[src/rtl/mem_burst_arbiter.sv]
// Three-requester round-robin arbiter that multiplexes 1..8 beat read/write bursts
// onto a single-port synchronous RAM with one-cycle read latency.
module mem_burst_arbiter #(
    parameter int ADDR_W = 10,
    parameter int DATA_W = 32
) (
    input  logic                  clk,
    input  logic                  reset,
    input  logic [2:0]            req,
    input  logic [2:0]            req_we,
    input  logic [3*ADDR_W-1:0]   req_addr,
    input  logic [8:0]            req_len,
    input  logic [3*DATA_W-1:0]   req_wdata,
    output logic [2:0]            grant,
    output logic [2:0]            ack,
    output logic [2:0]            done,
    output logic [DATA_W-1:0]     rdata,
    output logic                  mem_en,
    output logic                  mem_we,
    output logic [ADDR_W-1:0]     mem_addr,
    output logic [DATA_W-1:0]     mem_di,
    input  logic [DATA_W-1:0]     mem_do
);

    typedef enum logic [1:0] {IDLE, BURST, DRAIN} state_t;

    state_t              state;
    logic [1:0]          owner;
    logic [1:0]          last_owner;
    logic [1:0]          pick;
    logic                we_q;
    logic [ADDR_W-1:0]   start_q;
    logic [2:0]          len_q;
    logic [2:0]          beat;
    logic [2:0]          next_beat;
    logic [ADDR_W-1:0]   pick_addr;
    logic [2:0]          pick_len;

    function automatic logic [1:0] rr_pick(input logic [2:0] r, input logic [1:0] last);
        logic [1:0] sel;
        logic       found;
        sel   = 2'd0;
        found = 1'b0;
        for (int k = 0; k < 3; k++) begin
            int idx;
            idx = (int'(last) + 1 + k) % 3;
            if (!found && r[idx]) begin
                sel   = 2'(idx);
                found = 1'b1;
            end
        end
        return sel;
    endfunction

    function automatic logic [2:0] onehot(input logic [1:0] i);
        return 3'b001 << i;
    endfunction

    assign pick      = rr_pick(req, last_owner);
    assign pick_addr = req_addr[int'(pick)*ADDR_W +: ADDR_W];
    assign pick_len  = req_len[int'(pick)*3 +: 3];
    assign next_beat = beat + 3'd1;
    assign rdata     = mem_do;

    always_comb begin
        mem_di = '0;
        if (|grant)
            mem_di = req_wdata[int'(owner)*DATA_W +: DATA_W];
    end

    // Registered outputs describe the beat currently on the RAM port; each edge
    // decides the next beat. Write acks coincide with the strobe, read acks lag
    // the issue by the RAM latency.
    always_ff @(posedge clk) begin
        if (!reset) begin
            state      <= IDLE;
            grant      <= 3'b000;
            ack        <= 3'b000;
            done       <= 3'b000;
            mem_en     <= 1'b0;
            mem_we     <= 1'b0;
            mem_addr   <= '0;
            beat       <= 3'd0;
            owner      <= 2'd0;
            last_owner <= 2'd2;
        end else begin
            ack  <= 3'b000;
            done <= 3'b000;
            case (state)
                IDLE: begin
                    if (|req) begin
                        owner      <= pick;
                        last_owner <= pick;
                        grant      <= onehot(pick);
                        we_q       <= req_we[pick];
                        start_q    <= pick_addr;
                        len_q      <= pick_len;
                        beat       <= 3'd0;
                        mem_en     <= 1'b1;
                        mem_we     <= req_we[pick];
                        mem_addr   <= pick_addr;
                        if (req_we[pick]) begin
                            ack  <= onehot(pick);
                            done <= (pick_len == 3'd0) ? onehot(pick) : 3'b000;
                        end
                        state <= BURST;
                    end
                end
                BURST: begin
                    if (!req[owner]) begin
                        // Owner withdrew: stop issuing, still return an in-flight read beat.
                        state  <= DRAIN;
                        mem_en <= 1'b0;
                        mem_we <= 1'b0;
                        if (!we_q)
                            ack <= grant;
                    end else if (beat == len_q) begin
                        state  <= DRAIN;
                        mem_en <= 1'b0;
                        mem_we <= 1'b0;
                        if (!we_q) begin
                            ack  <= grant;
                            done <= grant;
                        end
                    end else begin
                        beat     <= next_beat;
                        mem_addr <= start_q + ADDR_W'(next_beat);
                        ack      <= grant;
                        if (we_q && next_beat == len_q)
                            done <= grant;
                    end
                end
                DRAIN: begin
                    state <= IDLE;
                    grant <= 3'b000;
                    beat  <= 3'd0;
                end
                default: state <= IDLE;
            endcase
        end
    end

endmodule

[config.mk]
export PLATFORM = sky130hd
export DESIGN_NAME = mem_burst_arbiter
export DESIGN_NICKNAME = d
export VERILOG_FILES = /design/src/rtl/mem_burst_arbiter.sv
export SDC_FILE = /design/constraint.sdc
export NUM_CORES = 1
export LEC_CHECK = 0
export ABC_AREA = 0
export CORE_ASPECT_RATIO = 1.4
export CORE_MARGIN = 10
export CORE_UTILIZATION = 39
export CTS_CLUSTER_DIAMETER = 40
export DETAILED_ROUTE_END_ITERATION = 10
export PLACE_DENSITY = 0.95
export SLEW_MARGIN = 40
export SYNTH_ARGS = -nofsm -noshare
export SYNTH_HDL_FRONTEND = slang
export SYNTH_SLANG_ARGS = --single-unit
[constraint.sdc]
create_clock -name clk -period 5 [get_ports clk]
set_clock_uncertainty 0.1 [all_clocks]
set_input_delay 1 -clock clk [delete_from_list [all_inputs] [get_ports clk]]
set_output_delay 1 -clock clk [all_outputs]
set_load 0.01 [all_outputs]
### After elaboration in Yosys (flattened, before gate mapping)

Index checks and enable logic that the tools add are counted.

* equality and inequality tests: 8
* reduce and logical (&&, ||, !) cells: 19
* div/mod/pow operators: 3
* order comparisons: 5
* multipliers: 2
* add/sub/neg operators: 5
* mux-type cells: 52
* shift operators: 4

Operators by type and width (number)
* $lt A32 B4 Y1 const B: 3
* $mod A32 B3 Y32 const B: 3
* $shiftx A96 B8 Y32: 1
* $mux W3: 15
* $add A32 B2 Y32 const B: 1
* $mux W32: 1
* $mux W10: 3
* $shiftx A30 B7 Y10: 1
* $pmux W10 S2: 1
* $pmux W3 S2: 3
* $mux W1: 14
* $mux W2: 6
* $add A10 B3 Y10: 1
* $bmux W1 S2: 5
* $pmux W3 S3: 1
* $shiftx A9 B5 Y3: 1
* $reduce_and A4 Y1: 2
* $eq A3 B3 Y1: 2
* $lt A2 B3 Y1 const B: 2
* $ne A2 B2 Y1 const B: 3
* $reduce_and A2 Y1: 3
* $reduce_and A3 Y1: 2
* $reduce_or A3 Y1: 2
* $mul A2 B3 Y5 const B: 1
* 16 further kinds: 21

* bits in registers: 44
* logic and storage cells: 111
* output and inout bits: 85

### Logic depth before layout (Yosys ltp)

Gate-level depths: netlist of the first run.

* depth in word-level cells: 19
* gate-level depth with buffers: 13
* gate-level depth less buffers: 9

### Worst setup path before layout of the first run

Ideal clock, no wire load.

* kind: register to register
* start: register owner[0] (netlist name)
* end: register start_q[2] (data pin)
* stages on the path, launching flop included: 13
* clock period less this slack: 3136 ps
* path slack: 1864 ps
* setup time: 271 ps
* data required time: 4629 ps
* data arrival time: 2766 ps
* path through: dfxtp_1 buf_2 buf_1 inv_1 ha_1 buf_2 nor2b_1 nand2_1 and3b_1 a21oi_4 buf_4 mux2i_1 a21oi_1

RTL lines
* end signal, assigned: RTL line 96 `start_q <= pick_addr;`
* end, declared: RTL line 32 `logic [ADDR_W-1:0] start_q;`

### Worst setup path after layout of the first run

* start: input port req_wdata[7]
* end: output port mem_di[7]

* word-level cells in the longest chain between the ends: 2

RTL lines
* start, declared: RTL line 13 `input logic [3*DATA_W-1:0] req_wdata,`
* $shiftx A96 B8 Y32: RTL line 68 `mem_di = req_wdata[int'(owner)*DATA_W +: DATA_W];`
* $mux W32: RTL line 67 `if (|grant)`
* end, declared: RTL line 21 `output logic [DATA_W-1:0] mem_di,`

No other way between the ends.

==> impl_metrics.csv, run 1 <==
group,metric,value,unit
status,outcome,"finished, final reports clean",
global_routing,vias_in_the_first_global_route,4381,
placement,post-place-cells,706,
final_layout,final_layout_size_suffix_gt1_share,4.78,%
detailed_routing,post_route_drc_violation_count,0,
detailed_routing,dr.first_iter.drc_count,221,
power_and_ir_drop,power.sequential.fraction,24.5,%
global_routing,antenna_found_initial,1,
timing,timing.setup.tns,0,ns
setup_path,startpoint_type,"input port",
setup_path,worst-r2r-cell-count,8,
detailed_routing,drt_pass1_iterations,5,
final_layout,final_common_cell,"sky130_fd_sc_hd__clkdlybuf4s50_1",
clocking,post_cts_hold_buffer_count,0,
worst_hold_path,min_delay_path_depth,2,
final_layout,instances_no_fill,715,
global_routing,grtUsageTotal,20.6,%
clocking,cts.sinks,43,
final_layout,mostFrequentLayoutCells,"sky130_fd_sc_hd__clkdlybuf4s50_1 (195), sky130_fd_sc_hd__nor2_1 (86), sky130_fd_sc_hd__a21oi_1 (45)",
clocking,cts_tree,"yes",
setup_path,cp_cell_sequence,"clkdlybuf4s50_1, mux2i_1, nor2_1, a21oi_1, nor2_1, clkdlybuf4s50_1",
job,cap_viol_max_count,0,
worst_hold_path,worst_hold_startpoint,"mem_addr[2]",
placement,pre_cts_ws,1.28,ns
clocking,cts_max_level,2,
timing,timing.slew.headroom,49.2,%
global_routing,pin_count_of_the_biggest_net_entering_global_routing,37,
setup_path,worst_setup_path_end_kind,"output pin",
floorplan,row_count,41,
power_and_ir_drop,pwr-share-clk,16.3,%
floorplan,die_h,135,um
power_and_ir_drop,total_power,2.11,mW
setup_path,timing_worst_setup_path_type,"in -> out",
setup_path,slowest_delay,0.57,ns
global_routing,globalRouteOverflowTotal,0,
timing,drv_slew,0,
logic_synthesis,postSynthCellCount,462,
setup_path,critical_path.max_fanout,1,
setup_path,worstPathRequired,3.90,ns
final_layout,fin_util,61.1,%
floorplan,initial_utilization,40.3,%
timing,achievable-frequency,0.283,GHz
placement,buffers_added_on_ports,195,
power_and_ir_drop,combinationalPowerShare,59.2,%
worst_hold_path,worstHoldEndpoint,"mem_addr[2]",
floorplan,die-width,102,um
clocking,clock_tree_buf_depth,2,
floorplan,floorplan_die_area,13700,um2
timing,post-route-worst-setup-slack,1.47,ns
final_layout,postLayoutCellArea,5550,um2
power_and_ir_drop,intPower,1.26,mW
logic_synthesis,synth_top_cells_by_area,"sky130_fd_sc_hd__dfxtp_1 (16%), sky130_fd_sc_hd__edfxtp_1 (11%), sky130_fd_sc_hd__mux2i_1 (11%)",
logic_synthesis,synthFlopType,"sky130_fd_sc_hd__dfxtp_1",
logic_synthesis,synthDominantAreaCellType,"sky130_fd_sc_hd__dfxtp_1",
final_layout,syn_to_final_growth,51.6,%
floorplan,core_region_area,9080,um2
detailed_routing,avgRoutedWirePerCell,20.8,um
power_and_ir_drop,vdd_ir_drop_max,0.000167,V
timing,fin_worst_hold_slack,0.397,ns
clocking,post-cts-setup-buffer-count,0,
logic_synthesis,synth-edff-count,14,
final_layout,n_fill_cell,751,
setup_path,worst_r2r_endpoint,"start_q[2]",
power_and_ir_drop,power.net_switching,0.851,mW
setup_path,r2r_setup_slack,1.73,ns
worst_hold_path,worst_hold_path_type,"reg -> reg",
placement,dp.final_hpwl,12000,um
clocking,worstSkewPairLatency,0.29,ns
logic_synthesis,syn_std_cell_area,3660,um2
timing,final-setup-viol-count,0,
setup_path,r2r_start,"owner[0]",
detailed_routing,dr_total_vias,4116,
global_routing,grt_pass1_wl,22600,um
placement,global_placement_routability_congestion,0.901,
logic_synthesis,synth-warning-count,0,
floorplan,io_pins,260,
detailed_routing,drt-vias-per-instance,5.76,
detailed_routing,antenna_left,0,
logic_synthesis,netlist.area_leader.share,15.9,%
detailed_routing,wl,14900,um
logic_synthesis,postSynthRegisterBits,43,
clocking,path_clk_slew,0.06,ns
power_and_ir_drop,power_density,381,nW/um2
timing,timing_worst_slew_pin_value,0.758,ns
logic_synthesis,asyncSetResetFlopFracSynth,0,%
logic_synthesis,synth_sequential_area_ratio,27.4,%
timing,finalCritPeriodShare,70.7,%
clocking,inserted_clock_buffers,5,
setup_path,cp.buffers_inverters,2,
setup_path,worst_ep_arrival_time,2.43,ns
setup_path,cp_slowest_cell,"sky130_fd_sc_hd__clkdlybuf4s50_1",
logic_synthesis,mappedNetlistNets,646,
timing,layout_min_cycle_time,3.53,ns
timing,grt_setup_unrepaired,"false",
clocking,clock_tree_root_buffer_cell,"sky130_fd_sc_hd__clkbuf_16",
final_layout,fin_nets,790,
timing,report.final.hold_viol_count,0,
logic_synthesis,avgSynthCellArea,7.92,um2
power_and_ir_drop,power.leakage,2.15,nW
power_and_ir_drop,switching_share,40.3,%
setup_path,worst_path_dominant_cell_family,"buffers and inverters",
placement,place_area,5380,um2
clocking,cts-resized-gates,0,
logic_synthesis,synth.lib_cells_used.distinct,59,
worst reg2reg max path, cell delays in order, from the launching register on:
cell and delay (ns):
sky130_fd_sc_hd__dfxtp_2 0.32, sky130_fd_sc_hd__buf_4 0.48, sky130_fd_sc_hd__ha_1 0.41, sky130_fd_sc_hd__mux2i_1 0.32, sky130_fd_sc_hd__nand2_1 0.14, sky130_fd_sc_hd__a21o_1 0.24, sky130_fd_sc_hd__a21oi_4 0.52, sky130_fd_sc_hd__mux2i_1 0.35
sky130_fd_sc_hd__a21oi_1 0.11
how the worst max path moves through the flow:
stage	to	start	depth (start not counted)	slack, ns
CTS	mem_di[10]	req_wdata[10]	6	1.48
global placement	done[2]	req[2]	7	1.46
finish	mem_di[7]	req_wdata[7]	6	1.47
floorplan	start_q[2]	owner[0]	12	1.86
global route	mem_di[22]	req_wdata[22]	6	1.38
detailed placement	done[2]	req[2]	7	1.28
registers in the layout, summed over array words and instances, names as in the netlist:
signal / flops
ack: 3
beat: 3
done: 3
grant: 3
last_owner: 1
len_q: 3
mem_addr: 10
mem_en: 1
mem_we: 1
owner: 2
start_q: 10
state: 2
we_q: 1
cells in the mapped netlist (all sizes together), types with 7 or more instances:
cell type  instances
xor2               8
mux2i             42
buf               49
dfxtp             29
o21ai              9
a21o              10
inv                8
a21oi             47
nand2             40
o211ai            10
nor3               8
nor2              86
edfxtp            14
ha                 8
clkbuf            13
o2111ai            7
cell type report:
cell class                      instances  area, um2  area share, %
Timing Repair Buffer                  200       1990           35.9
Sequential cell                        43       1000           18.1
Clock inverter                          1       6.26          0.113
Multi-Input combinational cell        347       2230           40.1
Clock buffer                            7        153           2.75
Inverter                                9       33.8          0.609
Antenna cell                            1       2.50         0.0451
Tap cell                              107        134           2.41
kinds of logic (layout without fill, tap and decap cells):
| group | Yosys count | count (layout) | share of synthesized area (%) |
|---|---|---|---|
| buf+inv | 72 | 217 | 12.1 |
| compound gates | 119 | 119 | 22.7 |
| other cells | 0 | 1 | 0 |
| mux | 42 | 42 | 11.5 |
| flops | 43 | 43 | 27.4 |
| simple gates | 165 | 165 | 20.2 |
| fa+ha+maj | 9 | 9 | 3.28 |
| xor+xnor | 12 | 12 | 2.87 |
routing by layer:
metal  track usage (%)  routed length (um)  share of wire [%]  vias up
met5                 0                   0                  0        -
met1              19.6                4860                 33     1921
met3              4.49                1140                7.6       70
met4              13.1                 872                5.9        0
met2              38.4                8040                 54      224
li1                  -                   -                  -     1901
power groups by stage:
stage / Sequential [mW] / Combinational (mW) / Clock (mW)
floorplan: 0.527 / 0.723 / 0
global placement: 0.517 / 1.20 / 0
detailed placement: 0.522 / 1.23 / 0
CTS: 0.516 / 1.24 / 0.347
global route: 0.525 / 1.35 / 0.358
finish: 0.517 / 1.25 / 0.344
Power figures use the tool's default switching activity.
==> run 2, diff against run 1 <==
- CORE_UTILIZATION: 39 -> 36
- PLACE_DENSITY: 0.95 -> 0.93
- clock period: 5 -> 3.29 ns (I/O delays scaled with it)
==> run 2 against run 1 <==
Effect of this change:
- via count is essentially flat
- clock-buffer cell count decreased by 1
- flip-flop and latch count is the same
- global-route usage decreased by 1.5 points
- first-iteration DRC count grew 32%
- critical path type is now reg -> out
- hold slack improved by 0.0066 ns
- cell count rose by 4.3%
- critical path depth stayed put
- register-to-register slack lost 1.3 ns
- total power is 54% higher
- highest routed layer unchanged
- clock power up 57%
==> impl_metrics.csv, run 2 (same netlist as run 1, synthesis figures left out) <==
group,metric,value,unit
global_routing,pin_count_of_the_biggest_net_entering_global_routing,35,
clocking,clock_tree_buf_depth,2,
detailed_routing,dr_total_vias,4120,
power_and_ir_drop,power_density,579,nW/um2
worst_hold_path,worstHoldEndpoint,"mem_addr[4]",
final_layout,regArea,1000,um2
detailed_routing,antenna_left,0,
clocking,post-cts-setup-buffer-count,0,
setup_path,worst_path_dominant_cell_family,"buffers and inverters",
placement,buffers_added_on_ports,195,
global_routing,antenna_found_initial,0,
floorplan,core_region_area,9900,um2
detailed_routing,drt-vias-per-instance,5.52,
power_and_ir_drop,power.leakage,2.18,nW
detailed_routing,avgRoutedWirePerCell,20.0,um
setup_path,worst_setup_path_start,"owner[0]",
timing,grt_setup_unrepaired,"false",
global_routing,grtUsageTotal,19.1,%
placement,global_placement_routability_congestion,0.893,
setup_path,worstPathRequired,2.53,ns
power_and_ir_drop,vdd_ir_drop_max,0.000303,V
clocking,cts_tree,"yes",
setup_path,worst_setup_path_end_kind,"output pin",
floorplan,initial_utilization,37.0,%
power_and_ir_drop,total_power,3.26,mW
floorplan,io_pins,260,
setup_path,r2r_start,"owner[0]",
setup_path,worst_ep_arrival_time,2.19,ns
setup_path,r2r_setup_slack,0.39,ns
detailed_routing,drt_pass1_iterations,5,
final_layout,n_fill_cell,860,
floorplan,die_h,139,um
detailed_routing,post_route_drc_violation_count,0,
clocking,inserted_clock_buffers,5,
timing,finalCritPeriodShare,89.6,%
status,outcome,"finished, final reports clean",
global_routing,globalRouteOverflowTotal,0,
timing,report.final.hold_viol_count,0,
timing,final-setup-viol-count,0,
floorplan,row_count,43,
placement,dp.final_hpwl,11900,um
final_layout,insertedDiodeCount,0,
setup_path,worst-r2r-cell-count,8,
setup_path,critical_path.max_fanout,34,
timing,drv_slew,0,
clocking,post_cts_hold_buffer_count,0,
worst_hold_path,min_delay_path_depth,2,
clocking,path_clk_slew,0.07,ns
timing,achievable-frequency,0.339,GHz
worst_hold_path,worst_hold_startpoint,"mem_addr[4]",
timing,timing_worst_slew_pin_value,0.624,ns
clocking,clock_tree_root_buffer_cell,"sky130_fd_sc_hd__clkbuf_16",
timing,timing.slew.headroom,58.3,%
final_layout,mostFrequentLayoutCells,"sky130_fd_sc_hd__clkdlybuf4s50_1 (195), sky130_fd_sc_hd__nor2_1 (86), sky130_fd_sc_hd__a21oi_1 (45)",
global_routing,grt_pass1_wl,22800,um
job,cap_viol_max_count,0,
final_layout,layout_top_registers,"mem_addr: 10 flops, start_q: 10 flops",
setup_path,cp_cell_sequence,"buf_12, nor2b_2, buf_4, a21oi_1, nor2_1, clkdlybuf4s50_1",
setup_path,cp_slowest_cell,"sky130_fd_sc_hd__clkdlybuf4s50_1",
detailed_routing,dr.first_iter.drc_count,291,
final_layout,final_common_cell,"sky130_fd_sc_hd__clkdlybuf4s50_1",
timing,timing.setup.tns,0,ns
timing,layout_min_cycle_time,2.95,ns
setup_path,startpoint_type,"flip-flop",
clocking,cts.sinks,43,
floorplan,floorplan_die_area,14700,um2
setup_path,slowest_delay,0.56,ns
final_layout,fin_nets,794,
final_layout,multi_input_comb_area,2230,um2
global_routing,vias_in_the_first_global_route,4396,
clocking,cts_max_level,2,
setup_path,worst_r2r_endpoint,"done[2]",
floorplan,die-width,105,um
setup_path,timing_worst_setup_path_type,"reg -> out",
worst_hold_path,worst_hold_path_type,"reg -> reg",
final_layout,final_layout_size_suffix_gt1_share,5.24,%
setup_path,cp.buffers_inverters,3,
final_layout,syn_to_final_growth,53.8,%
clocking,worstSkewPairLatency,0.29,ns
detailed_routing,wl,14900,um
clocking,cts-resized-gates,0,
[run 2: cell count changes in the layout (fill, tap and decap cells not counted), sizes merged]
cell,previous run,this run
clkinv,1,3
clkbuf,7,6
inv,9,8
buf,5,9
diode,1,0
[run 2: tightest hold or removal path: cells and delay by family (launching register included)]
| kind | cells | cell delay (ns) |
|---|---|---|
| AOI/OAI and AO/OA | 2 | 0.14 |
| DFF | 1 | 0.33 |
[run 2: how the worst max path moves through the flow]
| stage | end | slack, ns | cells after the start |
|---|---|---|---|
| after global routing | done[2] | 0.22 | 7 |
| after detailed placement | start_q[2] | 0.15 | 7 |
| final | mem_di[31] | 0.34 | 6 |
| after CTS | mem_di[31] | 0.34 | 6 |
| after global placement | start_q[5] | 0.26 | 6 |
| after floorplan | start_q[2] | 0.15 | 12 |
[run 2: final cells by class]
class                   instances  share of cell area, %
clock buffers                   6                   2.67
clock inverters                 2                  0.245
inverters                       9                  0.600
multi-input cells             347                   39.6
flip-flops and latches         43                   17.8
well taps                     135                   3.00
repair buffers                204                   36.1
[run 2: power by group]
part	internal [mW]	total (mW)	switching, mW
Sequential	0.698	0.795	0.0974
Combinational	0.914	1.92	1.01
Clock	0.327	0.541	0.213
Total	1.94	3.26	1.32
[run 2: metal layers]
layer / track usage, % / vias up / routed length, um
met1: 19.6 / 1906 / 5190
li1: - / 1910 / -
met4: 8.55 / 0 / 682
met2: 35.2 / 245 / 7840
met5: 0 / - / 0
met3: 4.85 / 59 / 1200
[run 2: per-stage QoR]
| stage | cell area, um2 | std cells | hold slack, ns | utilization, % | setup slack, ns |
|---|---|---|---|---|---|
| finish | 5630 | 746 | 0.403 | 56.9 | 0.344 |
| global route | 5630 | 746 | 0.445 | 56.9 | 0.220 |
| CTS | 5620 | 746 | 0.410 | 56.8 | 0.337 |
| floorplan | 3660 | 462 | 0.391 | - | 0.154 |
| global placement | 5460 | 738 | 0.378 | 55.1 | 0.258 |
| detailed placement | 5460 | 738 | 0.396 | 55.1 | 0.151 |
==> run 3, diff against run 2 <==
- CORE_ASPECT_RATIO: 1.4 -> 2
- GPL_TIMING_DRIVEN: unset -> 0
==> run 3 against run 2 <==
Effect of this change:
- critical path depth grew 1
- cell count grew 12%
- utilization grew 6.4 points
- design area grew 13%
- sequential share of layout area shrank 2.0 points
- global-route usage grew 2.2 points
- via count grew 12%
- hold slack lost 0.010 ns
- first-iteration DRC count grew 37%
- wire length grew 15%
- largest cell class is now non-clock buffers
==> impl_metrics.csv, run 3 (same netlist as run 1, synthesis figures left out) <==
group,metric,value,unit
status,outcome,"finished, final reports clean",
floorplan,die-width,91.3,um
detailed_routing,dr.first_iter.drc_count,398,
setup_path,timing_worst_setup_path_type,"in -> reg",
power_and_ir_drop,power_density,552,nW/um2
clocking,clock_tree_root_buffer_cell,"sky130_fd_sc_hd__clkbuf_16",
setup_path,worstPathRequired,3.36,ns
placement,dp.final_hpwl,14400,um
global_routing,globalRouteOverflowTotal,0,
placement,global_placement_routability_congestion,0.839,
setup_path,critical_path.max_fanout,22,
setup_path,worst-r2r-cell-count,11,
timing,layout_min_cycle_time,3.18,ns
final_layout,fin_nets,880,
floorplan,die_h,163,um
timing,finalCritPeriodShare,96.6,%
worst_hold_path,worst_hold_path_type,"reg -> reg",
setup_path,worst_r2r_endpoint,"done[1]",
detailed_routing,antenna_left,0,
placement,buffers_added_on_ports,226,
detailed_routing,dr_total_vias,4629,
detailed_routing,wl,17200,um
final_layout,mostFrequentLayoutCells,"sky130_fd_sc_hd__clkdlybuf4s50_1 (226), sky130_fd_sc_hd__nor2_1 (86), sky130_fd_sc_hd__a21oi_1 (45)",
setup_path,cp_slowest_cell,"sky130_fd_sc_hd__clkinv_1",
power_and_ir_drop,vdd_ir_drop_max,0.000282,V
global_routing,vias_in_the_first_global_route,4959,
timing,drv_slew,0,
timing,final-setup-viol-count,0,
setup_path,worst_setup_path_end_kind,"flip-flop",
worst_hold_path,worst_hold_startpoint,"mem_addr[2]",
floorplan,io_pins,260,
clocking,inserted_clock_buffers,5,
timing,report.final.hold_viol_count,0,
final_layout,syn_to_final_growth,73.1,%
timing,timing.slew.headroom,46.8,%
detailed_routing,avgRoutedWirePerCell,20.7,um
global_routing,grtUsageTotal,21.3,%
clocking,cts_max_level,2,
setup_path,cp_cell_sequence,"clkdlybuf4s50_1, nor3_1, nor3_2, nand2_1, clkinv_1, nand4_1, o211ai_1",
timing,timing_worst_slew_pin_value,0.793,ns
setup_path,r2r_setup_slack,0.18,ns
power_and_ir_drop,power.leakage,2.52,nW
clocking,path_clk_slew,0.06,ns
setup_path,startpoint_type,"input port",
setup_path,r2r_start,"owner[0]",
job,cap_viol_max_count,0,
global_routing,antenna_found_initial,0,
detailed_routing,drt-vias-per-instance,5.56,
floorplan,initial_utilization,36.5,%
global_routing,grt_pass1_wl,25500,um
final_layout,insertedDiodeCount,0,
timing,grt_setup_unrepaired,"false",
setup_path,slowest_delay,0.65,ns
floorplan,core_region_area,10000,um2
clocking,clock_tree_buf_depth,2,
clocking,cts.sinks,43,
final_layout,n_fill_cell,825,
placement,pre_cts_ws,-0.453,ns
final_layout,final_common_cell,"sky130_fd_sc_hd__clkdlybuf4s50_1",
final_layout,fin_util,63.2,%
detailed_routing,post_route_drc_violation_count,0,
global_routing,pin_count_of_the_biggest_net_entering_global_routing,23,
final_layout,final_layout_size_suffix_gt1_share,11.0,%
floorplan,row_count,52,
power_and_ir_drop,total_power,3.50,mW
clocking,cts_tree,"yes",
worst_hold_path,worstHoldEndpoint,"mem_addr[2]",
timing,timing.setup.tns,0,ns
final_layout,layout_top_registers,"mem_addr: 10 flops, start_q: 10 flops",
worst_hold_path,min_delay_path_depth,2,
detailed_routing,drt_pass1_iterations,5,
clocking,worstSkewPairLatency,0.29,ns
floorplan,floorplan_die_area,14800,um2
setup_path,worst_ep_arrival_time,3.25,ns
timing,post-route-worst-setup-slack,0.113,ns
timing,achievable-frequency,0.315,GHz
## run 3: cell types whose count changed in the layout (fill, tap and decap cells not counted), sizes merged
cell,previous run,this run
clkdlybuf4s50,195,227
buf,9,47
clkinv,3,2
bufinv,0,1
clkbuf,6,22
## run 3: worst max-delay path by stage
stage,startpoint,to,slack [ns],cells after the start
3_3_place_gp,owner[0],mem_addr[2],-0.31,13
5_1_grt,req[1],mem_we,0.009,7
3_5_place_dp,owner[0],start_q[5],-0.45,12
4_1_cts,owner[0],done[0],0.009,11
2_1_floorplan,owner[0],start_q[2],0.15,12
6_report,req[1],mem_we,0.11,7
## run 3: routing by layer
| metal | wire, um | GRT usage, % | vias to the layer above |
|---|---|---|---|
| met4 | 1130 | 14.5 | 0 |
| met2 | 9140 | 40.4 | 343 |
| li1 | - | - | 2083 |
| met5 | 0 | 0 | - |
| met1 | 5380 | 18.0 | 2119 |
| met3 | 1580 | 7.20 | 84 |
## run 3: report_power, final
group	internal, mW	total, mW	switching (mW)
Combinational	1.02	2.12	1.10
Clock	0.378	0.589	0.212
Sequential	0.697	0.790	0.0928
## run 3: final cells by class
cell class                 count  area [um2]  share of cell area (%)
sequential                    43        1000                    15.8
buffer                        63         429                    6.77
inverter                       9        33.8                   0.533
timing repair buffer         227        2270                    35.8
tap                          135         169                    2.67
multi-input combinational    347        2260                    35.7
clock buffer                   6         139                    2.19
clock inverter                 2        35.0                   0.553
## run 3: repair_timing
item | in CTS | in global routing
setup buffers | 0 | 1
setup endpoints to repair | 39 | 15
pin swaps | 0 | 1
gates resized for setup | 7 | 11
hold buffers | 0 | 0
## run 3: metrics by stage
| stage | instances | hold slack, ns | area [um2] |
|---|---|---|---|
| 2_1_floorplan | 462 | 0.391 | 3660 |
| 3_3_place_gp | 823 | 0.370 | 6090 |
| 3_5_place_dp | 823 | 0.385 | 6090 |
| 4_1_cts | 831 | 0.396 | 6280 |
| 5_1_grt | 832 | 0.424 | 6330 |
| 6_report | 832 | 0.393 | 6330 |
## run 3: critical path, delay by kind of cell
family | cells | cell delay [ns]
AOI/OAI and AO/OA | 1 | 0.13
and+or+nand+nor | 4 | 1.26
buffers and inverters | 2 | 1.19
